[src/rtl/run_mode_controller_if.sv]
// Pixel-in / code-word-out handshake bundle for run_mode_controller.
interface run_mode_controller_if #(
  parameter int unsigned pixel_length    = 8,
  parameter int unsigned runcount_length = 16,
  parameter int unsigned mode_length     = 2
);
  logic                       start_enc;
  logic                       pix_valid;
  logic                       pix_ready;
  logic [pixel_length-1:0]    a;
  logic [pixel_length-1:0]    x;
  logic [mode_length-1:0]     mode;
  logic                       code_valid;
  logic                       code_ready;
  logic [15:0]                code_bits;
  logic [4:0]                 code_len;
  logic [4:0]                 run_index;
  logic [runcount_length-1:0] run_count;

  // Driver side: feeds pixels, consumes code words.
  modport master (
    output start_enc, pix_valid, a, x, mode, code_ready,
    input  pix_ready, code_valid, code_bits, code_len, run_index, run_count
  );

  // Controller side.
  modport slave (
    input  start_enc, pix_valid, a, x, mode, code_ready,
    output pix_ready, code_valid, code_bits, code_len, run_index, run_count
  );
endinterface

[src/rtl/run_mode_controller.sv]
// Run-mode controller: counts run pixels, adapts RUNindex and emits run codes.
module run_mode_controller #(
  parameter int unsigned pixel_length    = 8,
  parameter int unsigned runcount_length = 16,
  parameter int unsigned mode_length     = 2
) (
  input logic                  clk,
  input logic                  reset,
  run_mode_controller_if.slave bus
);

  localparam int unsigned code_width = 16;
  localparam int unsigned len_width  = 5;
  localparam int unsigned idx_width  = 5;
  localparam int unsigned j_width    = 4;

  typedef enum logic [2:0] {
    IDLE,
    ACCEPT,
    EMIT_SEG,
    EMIT_INT,
    EMIT_EOL
  } state_t;

  state_t                     state;
  logic [runcount_length-1:0] run_count;
  logic [idx_width-1:0]       run_index;
  logic                       code_valid;
  logic [code_width-1:0]      code_bits;
  logic [len_width-1:0]       code_len;
  logic                       eol_pend;

  logic [pixel_length-1:0]    a_c;
  logic [pixel_length-1:0]    x_c;
  logic [mode_length-1:0]     mode_c;
  logic                       match_c;
  logic                       run_mode_c;
  logic                       eol_mode_c;
  logic [j_width-1:0]         j_c;
  logic [runcount_length-1:0] cnt_inc_c;
  logic [runcount_length-1:0] seg_len_c;
  logic                       seg_full_c;
  logic [code_width-1:0]      int_bits_c;

  // J table: 4 entries each of 0..3, pairs of 4..7, then singles 8..15.
  function automatic logic [j_width-1:0] j_lookup(input logic [idx_width-1:0] idx);
    if (idx < idx_width'(16))
      return j_width'(idx >> 2);
    else if (idx < idx_width'(24))
      return j_width'(idx_width'(4) + ((idx - idx_width'(16)) >> 1));
    else
      return j_width'(idx - idx_width'(16));
  endfunction

  // Pixel classification and segment arithmetic for the current RUNindex.
  assign a_c        = bus.a;
  assign x_c        = bus.x;
  assign mode_c     = bus.mode;
  assign match_c    = (x_c == a_c);
  assign run_mode_c = (mode_c == mode_length'(1));
  assign eol_mode_c = (mode_c == mode_length'(3));
  assign j_c        = j_lookup(run_index);
  assign cnt_inc_c  = run_count + runcount_length'(1);
  assign seg_len_c  = runcount_length'(1) << j_c;
  assign seg_full_c = (cnt_inc_c == seg_len_c);
  assign int_bits_c = code_width'(run_count) & ((code_width'(1) << j_c) - code_width'(1));

  // pix_ready must drop in the same cycle start_enc falls, so it is gated live.
  assign bus.pix_ready  = (state == ACCEPT) && bus.start_enc;
  assign bus.code_valid = code_valid;
  assign bus.code_bits  = code_bits;
  assign bus.code_len   = code_len;
  assign bus.run_index  = run_index;
  assign bus.run_count  = run_count;

  // Controller FSM with registered code-word outputs.
  always_ff @(posedge clk) begin
    if (!reset) begin
      state      <= IDLE;
      run_count  <= '0;
      run_index  <= '0;
      code_valid <= 1'b0;
      code_bits  <= '0;
      code_len   <= '0;
      eol_pend   <= 1'b0;
    end else begin
      case (state)
        IDLE: begin
          if (bus.start_enc) state <= ACCEPT;
        end

        ACCEPT: begin
          if (!bus.start_enc) begin
            state <= IDLE;
          end else if (bus.pix_valid && (mode_c != mode_length'(0))) begin
            if (match_c && (run_mode_c || eol_mode_c)) begin
              run_count <= cnt_inc_c;
              if (seg_full_c) begin
                state      <= EMIT_SEG;
                code_valid <= 1'b1;
                code_bits  <= code_width'(1);
                code_len   <= len_width'(1);
                eol_pend   <= eol_mode_c;
              end else if (eol_mode_c) begin
                state      <= EMIT_EOL;
                code_valid <= 1'b1;
                code_bits  <= code_width'(1);
                code_len   <= len_width'(1);
              end
            end else begin
              state      <= EMIT_INT;
              code_valid <= 1'b1;
              code_bits  <= int_bits_c;
              code_len   <= len_width'(j_c) + len_width'(1);
            end
          end
        end

        EMIT_SEG: begin
          if (bus.code_ready) begin
            run_count  <= '0;
            run_index  <= (run_index == idx_width'(31)) ? run_index : run_index + idx_width'(1);
            code_valid <= 1'b0;
            code_bits  <= '0;
            code_len   <= '0;
            eol_pend   <= 1'b0;
            state      <= eol_pend ? EMIT_EOL : ACCEPT;
          end
        end

        EMIT_INT: begin
          if (bus.code_ready) begin
            run_count  <= '0;
            run_index  <= (run_index == '0) ? run_index : run_index - idx_width'(1);
            code_valid <= 1'b0;
            code_bits  <= '0;
            code_len   <= '0;
            state      <= ACCEPT;
          end
        end

        EMIT_EOL: begin
          // A zero count here means the segment code already closed the run.
          if (run_count != '0) begin
            if (bus.code_ready) begin
              run_count  <= '0;
              code_valid <= 1'b0;
              code_bits  <= '0;
              code_len   <= '0;
              state      <= ACCEPT;
            end
          end else begin
            state <= ACCEPT;
          end
        end

        default: state <= IDLE;
      endcase
    end
  end

endmodule

[src/flat_wrapper.sv]
// flat-port wrapper written by rule: the top's interface ports become plain ports
module run_mode_controller_flat 
#(
  parameter int unsigned pixel_length    = 8,
  parameter int unsigned runcount_length = 16,
  parameter int unsigned mode_length     = 2
)
  (clk, reset, bus_start_enc, bus_pix_valid, bus_a, bus_x, bus_mode, bus_code_ready, bus_pix_ready, bus_code_valid, bus_code_bits, bus_code_len, bus_run_index, bus_run_count);
  run_mode_controller_if #(.pixel_length(pixel_length), .runcount_length(runcount_length), .mode_length(mode_length)) bus_i ();
  input logic clk;
  input logic reset;
  input wire logic [$bits(bus_i.start_enc)-1:0] bus_start_enc;
  input wire logic [$bits(bus_i.pix_valid)-1:0] bus_pix_valid;
  input wire logic [$bits(bus_i.a)-1:0] bus_a;
  input wire logic [$bits(bus_i.x)-1:0] bus_x;
  input wire logic [$bits(bus_i.mode)-1:0] bus_mode;
  input wire logic [$bits(bus_i.code_ready)-1:0] bus_code_ready;
  output wire logic [$bits(bus_i.pix_ready)-1:0] bus_pix_ready;
  output wire logic [$bits(bus_i.code_valid)-1:0] bus_code_valid;
  output wire logic [$bits(bus_i.code_bits)-1:0] bus_code_bits;
  output wire logic [$bits(bus_i.code_len)-1:0] bus_code_len;
  output wire logic [$bits(bus_i.run_index)-1:0] bus_run_index;
  output wire logic [$bits(bus_i.run_count)-1:0] bus_run_count;
  assign bus_i.start_enc = bus_start_enc;
  assign bus_i.pix_valid = bus_pix_valid;
  assign bus_i.a = bus_a;
  assign bus_i.x = bus_x;
  assign bus_i.mode = bus_mode;
  assign bus_i.code_ready = bus_code_ready;
  assign bus_pix_ready = bus_i.pix_ready;
  assign bus_code_valid = bus_i.code_valid;
  assign bus_code_bits = bus_i.code_bits;
  assign bus_code_len = bus_i.code_len;
  assign bus_run_index = bus_i.run_index;
  assign bus_run_count = bus_i.run_count;
  run_mode_controller #(.pixel_length(pixel_length), .runcount_length(runcount_length), .mode_length(mode_length)) u_core (.clk(clk), .reset(reset), .bus(bus_i));
endmodule
[config.mk]
export PLATFORM = sky130hd
export DESIGN_NAME = run_mode_controller_flat
export DESIGN_NICKNAME = d
export VERILOG_FILES = /design/src/rtl/run_mode_controller_if.sv /design/src/rtl/run_mode_controller.sv /design/src/flat_wrapper.sv
export SDC_FILE = /design/constraint.sdc
export NUM_CORES = 1
export LEC_CHECK = 0
export CAP_MARGIN = 20
export CORE_AREA = 2 2 86 88
export DETAILED_ROUTE_END_ITERATION = 10
export DIE_AREA = 0 0 88 90
export GPL_ROUTABILITY_DRIVEN = 0
export GPL_TIMING_DRIVEN = 0
export PLACE_DENSITY_LB_ADDON = 0.15
export SLEW_MARGIN = 20
export SYNTH_ARGS = -nofsm -noshare
export SYNTH_HDL_FRONTEND = slang
export SYNTH_SLANG_ARGS = --single-unit
[constraint.sdc]
create_clock -name clk -period 4.9 [get_ports clk]
set_input_delay 0.98 -clock clk [delete_from_list [all_inputs] [get_ports clk]]
set_output_delay 0.98 -clock clk [all_outputs]
set_load 0.005 [all_outputs]
==> run metrics <==
initial DRC count 241; Final Hold Fails 0; Synth top cells by count 47 x dfxtp_1, 38 x a21oi_1, 37 x nor2_1, 34 x nand2_1, 30 x o21ai_0; via count 3,813; Tmin final 4.59 ns; clock sink count 47; I/O pin cnt 67; Starting Density 0.508; Die Wd approximately 88 µm; root buffer cell clkbuf_8; synthesized flop and latch total 47; Synth area leaders dfxtp_1 26%, xnor2_1 6.4%, a21oi_1 5.3%, ha_1 4.2%, o21ai_0 4.2%; pre-CTS setup slack between 0.02 and 0.03 ns; share of cells above drive strength 1 0.0902; actual slew at the worst max-slew pin around 0.99 ns; syn avg cell area ~7.8 µm²; Yosys warning total 0; remaining global-route overflow 0; Antenna diodes 0; CTS Buf Count 5; Antenna Nets Post-Route 0; fmax between 200 and 250 MHz; Final WS setup 0.311 ns; worst path required time 5.11 ns; total leakage power 1.60 nW; max cap viols 0; top-area cell type share of the netlist area 0.264; dominant synthesized flop cell dfxtp_1; Final Skew ~0.014 ns; vias in the first global route between 3,000 and 4,000; Critical Path End Type register; Async SR Flop Fraction 0; leading area contributor after synthesis dfxtp_1; Cell Count, Final, Fillers Out 631; CTS tree done; Total Power 765 µW; Synth Instances 459; post-route DRC violation count 0; setup TNS 0 ns; pwr/cell area around 170 nW/µm²; Critical Setup Path Class reg2reg; Cell variety after synth 65; vias per inst about 6; status completed; unrepaired setup endpoints after global routing no; Final Max Slew Viols 0; std cell rows 31; initial antenna violation count 0; Post-CTS Setup Repair Bufs 0; sequential area share after synthesis 0.264; Core Footprint around 7000 µm²; placed insts 624; Post-Syn Area roughly 3600 µm²; Setup violations, final 0; DRT Pass-1 Iters 5; die area approximately 7900 µm²; H-tree depth 2; Tcrit/Tclk final 0.937; Critical Path Source Type register; HPWL reported at the end of detailed placement just over 8 mm; number of synthesized flops with an enable pin 0; largest net degree at the start of global routing 15; Die Height approximately 90 µm; most numerous cell in the Yosys netlist dfxtp_1; worst hold path class reg2reg; Tot GR Track Use 0.276; Synth Net Count slightly below 500; synthesis-to-finish area growth 24.9%; worst vdd ir 0.129 mV; Clock Path Buffers 2; Layout Nets about 570; IO buf count 66; DRT Wirelength roughly 11 mm; Clock Latency Late Sink 0.31 ns; CP max FO 10; first-pass GRT wire length 17.5 mm; critical path arrival 4.80 ns; Slew HR 0.335; Reg clk slew, reported paths roughly 0.09 ns; routed wire length per instance around 17 µm
power breakdown:
part           internal, mW  switching [mW]  total (mW)
sequential            0.386         0.00547       0.391
combinational        0.0468          0.0575       0.104
clock                 0.129           0.141       0.269
total                 0.561           0.204       0.765
final cells by class:
type | count | area (µm²)
buffer | 32 | 155
clock buffer | 7 | 96.3
clock inverter | 1 | 7.51
fill | 654 | 2570
inverter | 20 | 75.1
multi-input combinational | 359 | 2390
sequential | 47 | 941
tap | 99 | 124
timing repair buffer | 66 | 661
final timing paths:
path	endpoint	depth (start not counted)	from	slack (ns)
worst min-delay path	u_core.bus.code_bits[2]$_SDFFE_PN0P_	2	u_core.bus.code_bits[2]$_SDFFE_PN0P_	0.46
worst max-delay path	u_core.bus.code_bits[5]$_SDFFE_PN0P_	17	u_core.bus.run_index[4]$_SDFFE_PN0P_	0.31
worst min register to register	u_core.bus.code_bits[2]$_SDFFE_PN0P_	2	u_core.bus.code_bits[2]$_SDFFE_PN0P_	0.46
worst max register to register	u_core.bus.code_bits[5]$_SDFFE_PN0P_	17	u_core.bus.run_index[4]$_SDFFE_PN0P_	0.31
critical path, cell delays in order, from the launching register on:
cell and delay (ns):
dfxtp_1 0.44, buf_4 0.22, buf_2 0.22, clkbuf_2 0.24, a21oi_1 0.09, a31oi_1 0.32, inv_1 0.13, ha_1 0.30
clkbuf_2 0.23, nand2b_1 0.12, ha_1 0.23, or3_1 0.41, a2111oi_2 0.22, nand4_1 0.26, o311ai_2 0.40, a21oi_2 0.19
buf_2 0.23, a32o_1 0.22
cells by family (layout without fill, tap and decap cells):
family | after synthesis | after routing | synth area share
AOI/OAI and AO/OA | 134 | 134 | 0.245
xor gates and xnor gates | 36 | 36 | 0.0885
adders and majority gates | 13 | 13 | 0.0477
buffers and inverters | 53 | 126 | 0.0649
DFF | 47 | 47 | 0.264
muxes | 7 | 7 | 0.0197
and+or+nand+nor | 169 | 169 | 0.271
cell usage in the layout (no fill, tap or decap), types with 5 or more instances in the layout:
cell type	netlist	layout
o211ai_1	7	7
a21oi_1	38	38
or2_2	6	6
nor2_1	37	37
nand4_1	6	6
clkdlybuf4s50_1	0	66
clkbuf_1	17	15
nor4_1	7	7
a32o_1	9	9
mux2i_1	7	7
o22ai_1	5	5
xnor2_1	26	26
clkbuf_8	0	7
o21ai_0	30	30
nand2_1	34	34
dfxtp_1	47	47
or3_1	10	10
inv_1	20	20
nor3_1	10	10
nand3_1	10	10
nand3b_1	8	8
ha_1	12	12
xor2_1	10	10
buf_2	10	10
a31oi_1	8	8
per-layer routing:
| metal | share of wire | track usage | vias up |
|---|---|---|---|
| met5 | 0 | 0 | - |
| met1 | 0.43 | 0.382 | 1780 |
| li1 | - | - | 1824 |
| met4 | 0.026 | 0.0962 | 0 |
| met3 | 0.073 | 0.0413 | 26 |
| met2 | 0.47 | 0.432 | 183 |
state kept, by name (all words and copies together), names as in the netlist:
register / cells
u_core.bus.code_valid: 1
u_core.bus.code_len: 5
u_core.bus.code_bits: 16
u_core.eol_pend: 1
u_core.state: 3
u_core.bus.run_index: 5
u_core.bus.run_count: 16
per-stage QoR:
stage	utilization	hold slack (ns)	cell area, µm²
3_3_place_gp	0.619	0.446	4350
6_report	0.634	0.461	4450
2_1_floorplan	-	0.451	3560
4_1_cts	0.634	0.467	4450
5_1_grt	0.634	0.485	4450
3_5_place_dp	0.619	0.448	4350
what timing repair did:
action                                 4_1_cts  5_1_grt
setup endpoints to repair                    0       25
resized for setup                            0        4
hold buffers                                 0        0
endpoints found under the hold margin        0        0
No activity file was read; power rests on OpenSTA's default activity.
